**config.mk**
```make
export PLATFORM = sky130hd
export DESIGN_NAME = rot_scheduler_flat
export DESIGN_NICKNAME = d
export VERILOG_FILES = /design/src/rtl/rot_scheduler_pkg.sv /design/src/rtl/rot_scheduler_if.sv /design/src/rtl/barrelshifter.sv /design/src/rtl/rot_scheduler.sv /design/src/flat_wrapper.sv
export SDC_FILE = /design/constraint.sdc
export NUM_CORES = 1
export LEC_CHECK = 0
export ABC_AREA = 1
export CAP_MARGIN = 10
export CORE_ASPECT_RATIO = 2
export CORE_UTILIZATION = 50
export CTS_CLUSTER_DIAMETER = 30
export DETAILED_ROUTE_END_ITERATION = 6
export GPL_TIMING_DRIVEN = 0
export HOLD_SLACK_MARGIN = 0.15
export PLACE_DENSITY = 0.87
export SYNTH_ARGS = -nofsm -noshare
export SYNTH_HDL_FRONTEND = slang
export SYNTH_HIERARCHICAL = 1
export SYNTH_SLANG_ARGS = --single-unit
```
**constraint.sdc**
```tcl
create_clock -name clk -period 2.2 [get_ports clk]
set_input_delay 0.33 -clock clk [delete_from_list [all_inputs] [get_ports clk]]
set_output_delay 0.33 -clock clk [all_outputs]
set_load 0.02 [all_outputs]
```
**src/rtl/rot_scheduler_pkg.sv**
```systemverilog
// rtl/rot_scheduler_pkg.sv - shared types and constants for the rotate scheduler
// Holds the FSM state encoding, the requester source encoding and the
// datapath widths used by the interface, the scheduler and the bench.
package rot_scheduler_pkg;

  localparam int DATA_W      = 8;
  localparam int AMT_W       = 3;
  localparam int SWEEP_STEPS = 8;

  // Wide enough to hold a full sweep count (0..SWEEP_STEPS).
  localparam int CNT_W = $clog2(SWEEP_STEPS + 1);

  localparam logic [CNT_W-1:0] SWEEP_CNT = CNT_W'(SWEEP_STEPS);
  localparam logic [CNT_W-1:0] ONE_CNT   = CNT_W'(1);

  typedef enum logic {
    IDLE = 1'b0,
    BUSY = 1'b1
  } state_e;

  typedef enum logic {
    SRC_A = 1'b0,
    SRC_B = 1'b1
  } src_e;

endpackage

```
**src/rtl/rot_scheduler_if.sv**
```systemverilog
// rtl/rot_scheduler_if.sv - request and result handshake bundle for rot_scheduler
// Requester A : a_valid, a_ready, a_data, a_amt, a_sweep
// Requester B : b_valid, b_ready, b_data, b_amt, b_sweep
// Result      : out_valid, out_ready, out_data, out_src (0 = A, 1 = B), out_last
// master = requesters + consumer side, slave = scheduler side.
interface rot_scheduler_if;
  import rot_scheduler_pkg::*;

  logic              a_valid;
  logic              a_ready;
  logic [DATA_W-1:0] a_data;
  logic [AMT_W-1:0]  a_amt;
  logic              a_sweep;

  logic              b_valid;
  logic              b_ready;
  logic [DATA_W-1:0] b_data;
  logic [AMT_W-1:0]  b_amt;
  logic              b_sweep;

  logic              out_valid;
  logic              out_ready;
  logic [DATA_W-1:0] out_data;
  logic              out_src;
  logic              out_last;

  modport master (
    output a_valid, a_data, a_amt, a_sweep,
    output b_valid, b_data, b_amt, b_sweep,
    output out_ready,
    input  a_ready, b_ready,
    input  out_valid, out_data, out_src, out_last
  );

  modport slave (
    input  a_valid, a_data, a_amt, a_sweep,
    input  b_valid, b_data, b_amt, b_sweep,
    input  out_ready,
    output a_ready, b_ready,
    output out_valid, out_data, out_src, out_last
  );

endinterface

```
**src/rtl/barrelshifter.sv**
```systemverilog
// rtl/barrelshifter.sv - combinational 8-bit rotate-right
// x   : operand
// amt : rotate-right amount 0..7
// y   : x rotated right by amt
module barrelshifter (
  input  logic [7:0] x,
  input  logic [2:0] amt,
  output logic [7:0] y
);

  logic [7:0] s1;
  logic [7:0] s2;

  // Log-depth rotate: stages by 1, 2 and 4.
  always_comb begin
    s1 = amt[0] ? {x[0],    x[7:1]}  : x;
    s2 = amt[1] ? {s1[1:0], s1[7:2]} : s1;
    y  = amt[2] ? {s2[3:0], s2[7:4]} : s2;
  end

endmodule

```
**src/rtl/rot_scheduler.sv**
```systemverilog
// rtl/rot_scheduler.sv - two-requester round-robin rotate scheduler with sweep support
// clk : clock, all state on rising edge
// rst : synchronous active-high reset
// bus : rot_scheduler_if.slave (requests A/B in, rotated results out)
// SWEEP_EN : 1 = sweep requests produce 8 results, 0 = sweep behaves as one rotation
module rot_scheduler
  import rot_scheduler_pkg::*;
#(
  parameter bit SWEEP_EN = 1'b1
) (
  input  logic            clk,
  input  logic            rst,
  rot_scheduler_if.slave  bus
);

  state_e            state_q, state_d;
  src_e              prio_q, prio_d;      // requester favoured on contention
  logic [DATA_W-1:0] op_q, op_d;
  logic [AMT_W-1:0]  k_q, k_d;            // step for the next result to load
  src_e              src_q, src_d;
  logic [CNT_W-1:0]  cnt_q, cnt_d;        // results still to be loaded
  logic              out_valid_q, out_valid_d;
  logic [DATA_W-1:0] out_data_q, out_data_d;
  src_e              out_src_q, out_src_d;
  logic              out_last_q, out_last_d;

  logic              out_free;
  logic              finishing;
  logic              can_accept;
  src_e              win;
  logic              grant_a, grant_b, accept;
  logic [DATA_W-1:0] cmd_data;
  logic [AMT_W-1:0]  cmd_amt;
  logic              cmd_sweep;
  logic [CNT_W-1:0]  cmd_cnt;
  logic [DATA_W-1:0] sh_x, sh_y;
  logic [AMT_W-1:0]  sh_amt;

  // Arbitration. The cycle in which the final result drains counts as
  // idle so a new command can follow with no bubble.
  always_comb begin
    out_free   = !out_valid_q || bus.out_ready;
    finishing  = out_valid_q && bus.out_ready && out_last_q;
    can_accept = !rst && out_free && ((state_q == IDLE) || finishing);
    if (bus.a_valid && bus.b_valid) win = prio_q;
    else if (bus.b_valid)           win = SRC_B;
    else                            win = SRC_A;
    grant_a   = can_accept && bus.a_valid && (win == SRC_A);
    grant_b   = can_accept && bus.b_valid && (win == SRC_B);
    accept    = grant_a || grant_b;
    cmd_data  = (win == SRC_B) ? bus.b_data  : bus.a_data;
    cmd_amt   = (win == SRC_B) ? bus.b_amt   : bus.a_amt;
    cmd_sweep = (win == SRC_B) ? bus.b_sweep : bus.a_sweep;
    cmd_cnt   = (SWEEP_EN && cmd_sweep) ? SWEEP_CNT : ONE_CNT;
  end

  // The single rotator serves the first result straight from the accepted
  // command and later sweep steps from the held operand.
  assign sh_x   = accept ? cmd_data : op_q;
  assign sh_amt = accept ? cmd_amt  : k_q;

  barrelshifter u_rot (
    .x   (sh_x),
    .amt (sh_amt),
    .y   (sh_y)
  );

  always_comb begin
    state_d     = state_q;
    prio_d      = prio_q;
    op_d        = op_q;
    k_d         = k_q;
    src_d       = src_q;
    cnt_d       = cnt_q;
    out_valid_d = out_valid_q;
    out_data_d  = out_data_q;
    out_src_d   = out_src_q;
    out_last_d  = out_last_q;

    if (out_valid_q && bus.out_ready) out_valid_d = 1'b0;
    if (finishing)                    state_d     = IDLE;

    if (accept) begin
      state_d     = BUSY;
      prio_d      = (win == SRC_A) ? SRC_B : SRC_A;
      op_d        = cmd_data;
      k_d         = cmd_amt + 1'b1;
      src_d       = win;
      cnt_d       = cmd_cnt - 1'b1;
      out_valid_d = 1'b1;
      out_data_d  = sh_y;
      out_src_d   = win;
      out_last_d  = (cmd_cnt == ONE_CNT);
    end else if ((state_q == BUSY) && out_free && (cnt_q != '0)) begin
      k_d         = k_q + 1'b1;    // wraps 7 -> 0
      cnt_d       = cnt_q - 1'b1;
      out_valid_d = 1'b1;
      out_data_d  = sh_y;
      out_src_d   = src_q;
      out_last_d  = (cnt_q == ONE_CNT);
    end
  end

  always_ff @(posedge clk) begin
    if (rst) begin
      state_q     <= IDLE;
      prio_q      <= SRC_A;
      op_q        <= '0;
      k_q         <= '0;
      src_q       <= SRC_A;
      cnt_q       <= '0;
      out_valid_q <= 1'b0;
      out_data_q  <= '0;
      out_src_q   <= SRC_A;
      out_last_q  <= 1'b0;
    end else begin
      state_q     <= state_d;
      prio_q      <= prio_d;
      op_q        <= op_d;
      k_q         <= k_d;
      src_q       <= src_d;
      cnt_q       <= cnt_d;
      out_valid_q <= out_valid_d;
      out_data_q  <= out_data_d;
      out_src_q   <= out_src_d;
      out_last_q  <= out_last_d;
    end
  end

  assign bus.a_ready   = grant_a;
  assign bus.b_ready   = grant_b;
  assign bus.out_valid = out_valid_q;
  assign bus.out_data  = out_data_q;
  assign bus.out_src   = out_src_q;
  assign bus.out_last  = out_last_q;

endmodule

```
**src/flat_wrapper.sv**
```systemverilog
// flat-port wrapper written by rule: the top's interface ports become plain ports
module rot_scheduler_flat import rot_scheduler_pkg::*;
#(
  parameter bit SWEEP_EN = 1'b1
)
  (clk, rst, bus_a_valid, bus_a_data, bus_a_amt, bus_a_sweep, bus_b_valid, bus_b_data, bus_b_amt, bus_b_sweep, bus_out_ready, bus_a_ready, bus_b_ready, bus_out_valid, bus_out_data, bus_out_src, bus_out_last);
  rot_scheduler_if bus_i ();
  input  logic clk;
  input  logic rst;
  input wire logic [$bits(bus_i.a_valid)-1:0] bus_a_valid;
  input wire logic [$bits(bus_i.a_data)-1:0] bus_a_data;
  input wire logic [$bits(bus_i.a_amt)-1:0] bus_a_amt;
  input wire logic [$bits(bus_i.a_sweep)-1:0] bus_a_sweep;
  input wire logic [$bits(bus_i.b_valid)-1:0] bus_b_valid;
  input wire logic [$bits(bus_i.b_data)-1:0] bus_b_data;
  input wire logic [$bits(bus_i.b_amt)-1:0] bus_b_amt;
  input wire logic [$bits(bus_i.b_sweep)-1:0] bus_b_sweep;
  input wire logic [$bits(bus_i.out_ready)-1:0] bus_out_ready;
  output wire logic [$bits(bus_i.a_ready)-1:0] bus_a_ready;
  output wire logic [$bits(bus_i.b_ready)-1:0] bus_b_ready;
  output wire logic [$bits(bus_i.out_valid)-1:0] bus_out_valid;
  output wire logic [$bits(bus_i.out_data)-1:0] bus_out_data;
  output wire logic [$bits(bus_i.out_src)-1:0] bus_out_src;
  output wire logic [$bits(bus_i.out_last)-1:0] bus_out_last;
  assign bus_i.a_valid = bus_a_valid;
  assign bus_i.a_data = bus_a_data;
  assign bus_i.a_amt = bus_a_amt;
  assign bus_i.a_sweep = bus_a_sweep;
  assign bus_i.b_valid = bus_b_valid;
  assign bus_i.b_data = bus_b_data;
  assign bus_i.b_amt = bus_b_amt;
  assign bus_i.b_sweep = bus_b_sweep;
  assign bus_i.out_ready = bus_out_ready;
  assign bus_a_ready = bus_i.a_ready;
  assign bus_b_ready = bus_i.b_ready;
  assign bus_out_valid = bus_i.out_valid;
  assign bus_out_data = bus_i.out_data;
  assign bus_out_src = bus_i.out_src;
  assign bus_out_last = bus_i.out_last;
  rot_scheduler #(.SWEEP_EN(SWEEP_EN)) u_core (.clk(clk), .rst(rst), .bus(bus_i));
endmodule
```
==> run_summary.xml <==
<?xml version="1.0" encoding="UTF-8"?>
<metrics>
  <group name="timing">
    <metric name="report.final.hold_viol_count" unit="">0</metric>
    <metric name="finalSetupViolCount" unit="">0</metric>
    <metric name="maxSlewViolCount" unit="">0</metric>
    <metric name="final_worst_clock_skew" unit="ns">0.006329</metric>
    <metric name="worstMarginPinSlew" unit="ns">0.6535</metric>
    <metric name="slew_headroom" unit="%">56.44</metric>
    <metric name="grt_setup_unrepaired" unit="">false</metric>
    <metric name="post-route-period-util" unit="%">90.30</metric>
    <metric name="final.setup.worst_slack" unit="ns">0.2135</metric>
    <metric name="finalWorstPathRequiredPeriod" unit="ns">1.987</metric>
    <metric name="fmax" unit="MHz">503.4</metric>
  </group>
  <group name="placement">
    <metric name="place_inst" unit="">349</metric>
    <metric name="finalWeightedCongestion" unit="">0.9264</metric>
    <metric name="dpl.hpwl" unit="um">3439</metric>
    <metric name="dp_worst_setup_slack" unit="ns">-0.3423</metric>
    <metric name="portBuffers" unit="">40</metric>
    <metric name="dpl-instance-area" unit="um2">2266</metric>
  </group>
  <group name="yosys">
    <metric name="yosys-top-cells-area" unit="">dfxtp_1 (32%), nand2_1 (15%), nand3_1 (11%)</metric>
    <metric name="synth_cell_area" unit="um2">1805</metric>
    <metric name="netlist_top_cells_count" unit="">nand2_1 (72), nand3_1 (38), dfxtp_1 (29)</metric>
    <metric name="synth_top_area_cell" unit="">dfxtp_1</metric>
    <metric name="syn_area_per_cell" unit="um2">6.918</metric>
    <metric name="synth_most_common_cell" unit="">nand2_1</metric>
    <metric name="synth-edff-count" unit="">0</metric>
    <metric name="synth_seq_cells" unit="">29</metric>
    <metric name="seq_area_frac_synth" unit="%">32.16</metric>
    <metric name="yosysWarnings" unit="">6</metric>
    <metric name="synth.lib_cells_used.distinct" unit="">29</metric>
    <metric name="area_share_of_the_largest_cell_type_after_synthesis" unit="%">32.16</metric>
    <metric name="ys_dominant_reg_cell" unit="">dfxtp_1</metric>
    <metric name="asyncSetResetFlopFracSynth" unit="%">0</metric>
    <metric name="syn-instance-count" unit="">261</metric>
    <metric name="synth.net_count" unit="">292</metric>
  </group>
  <group name="power">
    <metric name="p_int" unit="mW">1.248</metric>
    <metric name="design_power" unit="mW">2.028</metric>
    <metric name="seq_power_share" unit="%">31.2</metric>
    <metric name="power.switching_fraction" unit="%">38.44</metric>
    <metric name="net-switching-power" unit="mW">0.7793</metric>
    <metric name="power-per-cell-area" unit="nW/um2">805.4</metric>
    <metric name="p_comb_share" unit="%">45.0</metric>
    <metric name="ir_drop" unit="V">0.0006162</metric>
    <metric name="power.share.clock" unit="%">23.8</metric>
    <metric name="cellLeakagePower" unit="nW">1.137</metric>
  </group>
  <group name="outcome">
    <metric name="outcome" unit="">finished, final reports clean</metric>
  </group>
  <group name="flow_run">
    <metric name="maxCapViolations" unit="">0</metric>
  </group>
  <group name="setup_path">
    <metric name="worstSetupPathType" unit="">flip-flop to flip-flop</metric>
    <metric name="timing.rr.end" unit="">u_core/bus.out_data[6]</metric>
    <metric name="slowest_delay" unit="ns">0.36</metric>
    <metric name="critPathRequiredTime" unit="ns">2.41</metric>
    <metric name="regToRegSetupSlack" unit="ns">0.21</metric>
    <metric name="arrival_time_of_data_at_the_critical_path_endpoint" unit="ns">2.19</metric>
    <metric name="cpMostUsedCell" unit="">nand2_1</metric>
    <metric name="crit_end" unit="">u_core/bus.out_data[6]</metric>
    <metric name="worstReg2RegStart" unit="">u_core/bus.out_valid</metric>
    <metric name="timing.critical_path.to_type" unit="">flip-flop</metric>
    <metric name="start_kind" unit="">flip-flop</metric>
    <metric name="crit_path_from" unit="">u_core/bus.out_valid</metric>
    <metric name="reg2reg_depth" unit="">14</metric>
    <metric name="cp_cell_sequence" unit="">inv_2, nor2_2, nor2_4, nand3_4, nand2_4, inv_2, nand2_1, nand2_1, nand2_1, nand3_1, nand3_1, nand2_1, nand2_2, a21oi_2</metric>
    <metric name="path_max_fanout" unit="">11</metric>
    <metric name="cp_slowest_cell" unit="">dfxtp_1</metric>
  </group>
  <group name="grt">
    <metric name="initial_antenna_violation_count" unit="">0</metric>
    <metric name="gr-total-overflow" unit="">0</metric>
    <metric name="grt_max_degree" unit="">11</metric>
    <metric name="number_of_global_route_vias_before_repair" unit="">1934</metric>
    <metric name="first_pass_grt_wire_length" unit="um">7728</metric>
    <metric name="groute.usage.overall" unit="%">26.59</metric>
  </group>
  <group name="clock_tree">
    <metric name="clkTransAtPathRegs" unit="ns">0.06</metric>
    <metric name="tritoncts" unit="">yes</metric>
    <metric name="holdBufCountCts" unit="">0</metric>
    <metric name="cts-htree-levels" unit="">2</metric>
    <metric name="cts_buffer_depth" unit="">2</metric>
    <metric name="worst_skew_pair.late_latency" unit="ns">0.28</metric>
    <metric name="ctsRootBufferMaster" unit="">clkbuf_8</metric>
    <metric name="cts.sink_count" unit="">29</metric>
    <metric name="cts_buffers" unit="">5</metric>
  </group>
  <group name="detailed_routing">
    <metric name="postRouteAntennaNets" unit="">0</metric>
    <metric name="route.detailed.wl_per_inst" unit="um">13.44</metric>
    <metric name="vias" unit="">1999</metric>
    <metric name="routed_wl" unit="um">4891</metric>
    <metric name="detail_route.iter0.violations" unit="">60</metric>
    <metric name="first_pass_iters" unit="">4</metric>
    <metric name="route.detailed.drc" unit="">0</metric>
    <metric name="via_per_inst" unit="">5.492</metric>
  </group>
  <group name="die">
    <metric name="floorplan_die_area" unit="um2">3870</metric>
    <metric name="starting_density" unit="%">52.86</metric>
    <metric name="rows" unit="">30</metric>
    <metric name="boundaryPins" unit="">42</metric>
    <metric name="core_area" unit="um2">3416</metric>
    <metric name="floorplan.die.width" unit="um">44.49</metric>
    <metric name="die_height" unit="um">86.98</metric>
  </group>
  <group name="finish">
    <metric name="instances_no_fill" unit="">364</metric>
    <metric name="multiInputGateArea" unit="um2">1109</metric>
    <metric name="flow.area_growth_from_synthesis" unit="%">39.43</metric>
    <metric name="antenna-diode-count" unit="">0</metric>
    <metric name="finish.utilization" unit="%">73.70</metric>
    <metric name="num-nets-final" unit="">346</metric>
    <metric name="layout.cell_area.non_filler" unit="um2">2517</metric>
    <metric name="share_of_final_layout_standard_cells_stronger_than_drive_strength_1" unit="%">27.22</metric>
    <metric name="sequential_standard_cell_area" unit="um2">580.6</metric>
    <metric name="final.fill_count" unit="">257</metric>
  </group>
  <group name="hold_path">
    <metric name="hp-class" unit="">input port to flip-flop</metric>
    <metric name="hp_start" unit="">rst</metric>
  </group>
</metrics>
cell type report:
cell class | instances | share of cell area, %
Tap cell | 48 | 2.386
Multi-Input combinational cell | 193 | 44.04
Clock buffer | 7 | 3.827
Inverter | 30 | 5.070
Clock inverter | 1 | 0.1988
Timing Repair Buffer | 48 | 18.64
Sequential cell | 29 | 23.06
Buffer | 8 | 2.783
kinds of logic after synthesis:
group | after synthesis | share of synthesized area (%)
compound gates | 45 | 16.15
fa+ha+maj | 2 | 1.386
buf+inv | 39 | 10.60
flops | 29 | 32.16
simple gates | 146 | 39.71
stage by stage:
step           TNS [ns]  hold slack (ns)
3_3_place_gp     -2.917           0.4569
4_1_cts               0           0.3764
3_5_place_dp     -3.046           0.4578
5_1_grt               0           0.3873
6_report              0           0.3858
2_1_floorplan         0           0.4492
state kept, by name, summed over array words and instances (netlist names), 3 cells and up:
signal,flops
u_core/op_q,8
u_core/cnt_q,4
u_core/bus.out_data,8
u_core/k_q,3
what timing repair did:
item | 4_1_cts | 5_1_grt
endpoints found under the hold margin | 0 | 0
pin swaps | 2 | 5
setup buffers | 3 | 5
resized for setup | 5 | 25
gates cloned | 0 | 0
endpoints found under the setup margin | 10 | 8
worst min-delay path by stage:
stage	depth (start not counted)	slack, ns	end
floorplan	2	0.45	u_core/src_q
global placement	2	0.46	u_core/bus.out_data[1]
detailed placement	2	0.46	u_core/bus.out_data[2]
CTS	2	0.38	u_core/op_q[4]
global route	2	0.39	u_core/op_q[4]
finish	2	0.39	u_core/op_q[4]
layout by cell type (no fill, tap or decap), drive strengths merged:
| cell type | count |
|---|---|
| a31oi | 1 |
| clkbuf | 10 |
| nand2 | 90 |
| nor3 | 1 |
| ha | 2 |
| dfxtp | 29 |
| nor4 | 1 |
| dlygate4sd2 | 2 |
| inv | 30 |
| clkdlybuf4s50 | 35 |
| a21oi | 27 |
| clkinv | 1 |
| o21ai | 9 |
| nor2 | 10 |
| nand3 | 44 |
| a22oi | 8 |
| dlymetal6s2s | 3 |
| buf | 13 |
worst max-delay path, delay by kind of cell, from the launching register on:
family | cells | cell delay [ns]
simple gates | 11 | 1.20
flops | 1 | 0.36
compound gates | 1 | 0.12
buf+inv | 2 | 0.25
routing by layer:
layer / wire length [um] / track usage, % / share of wire [%]
met5: 0 / 0 / 0
met4: 197 / 16.25 / 4.0
met3: 239 / 4.149 / 4.9
met2: 2815 / 51.74 / 58
met1: 1640 / 23.35 / 34
power by group through the flow:
stage,combinational [mW],sequential (mW),clock (mW)
finish,0.912,0.633,0.483
global route,0.995,0.641,0.522
CTS,0.838,0.633,0.494
detailed placement,0.824,0.644,0
global placement,0.809,0.640,0
floorplan,0.557,0.675,0
No activity file was read; power rests on OpenSTA's default activity.
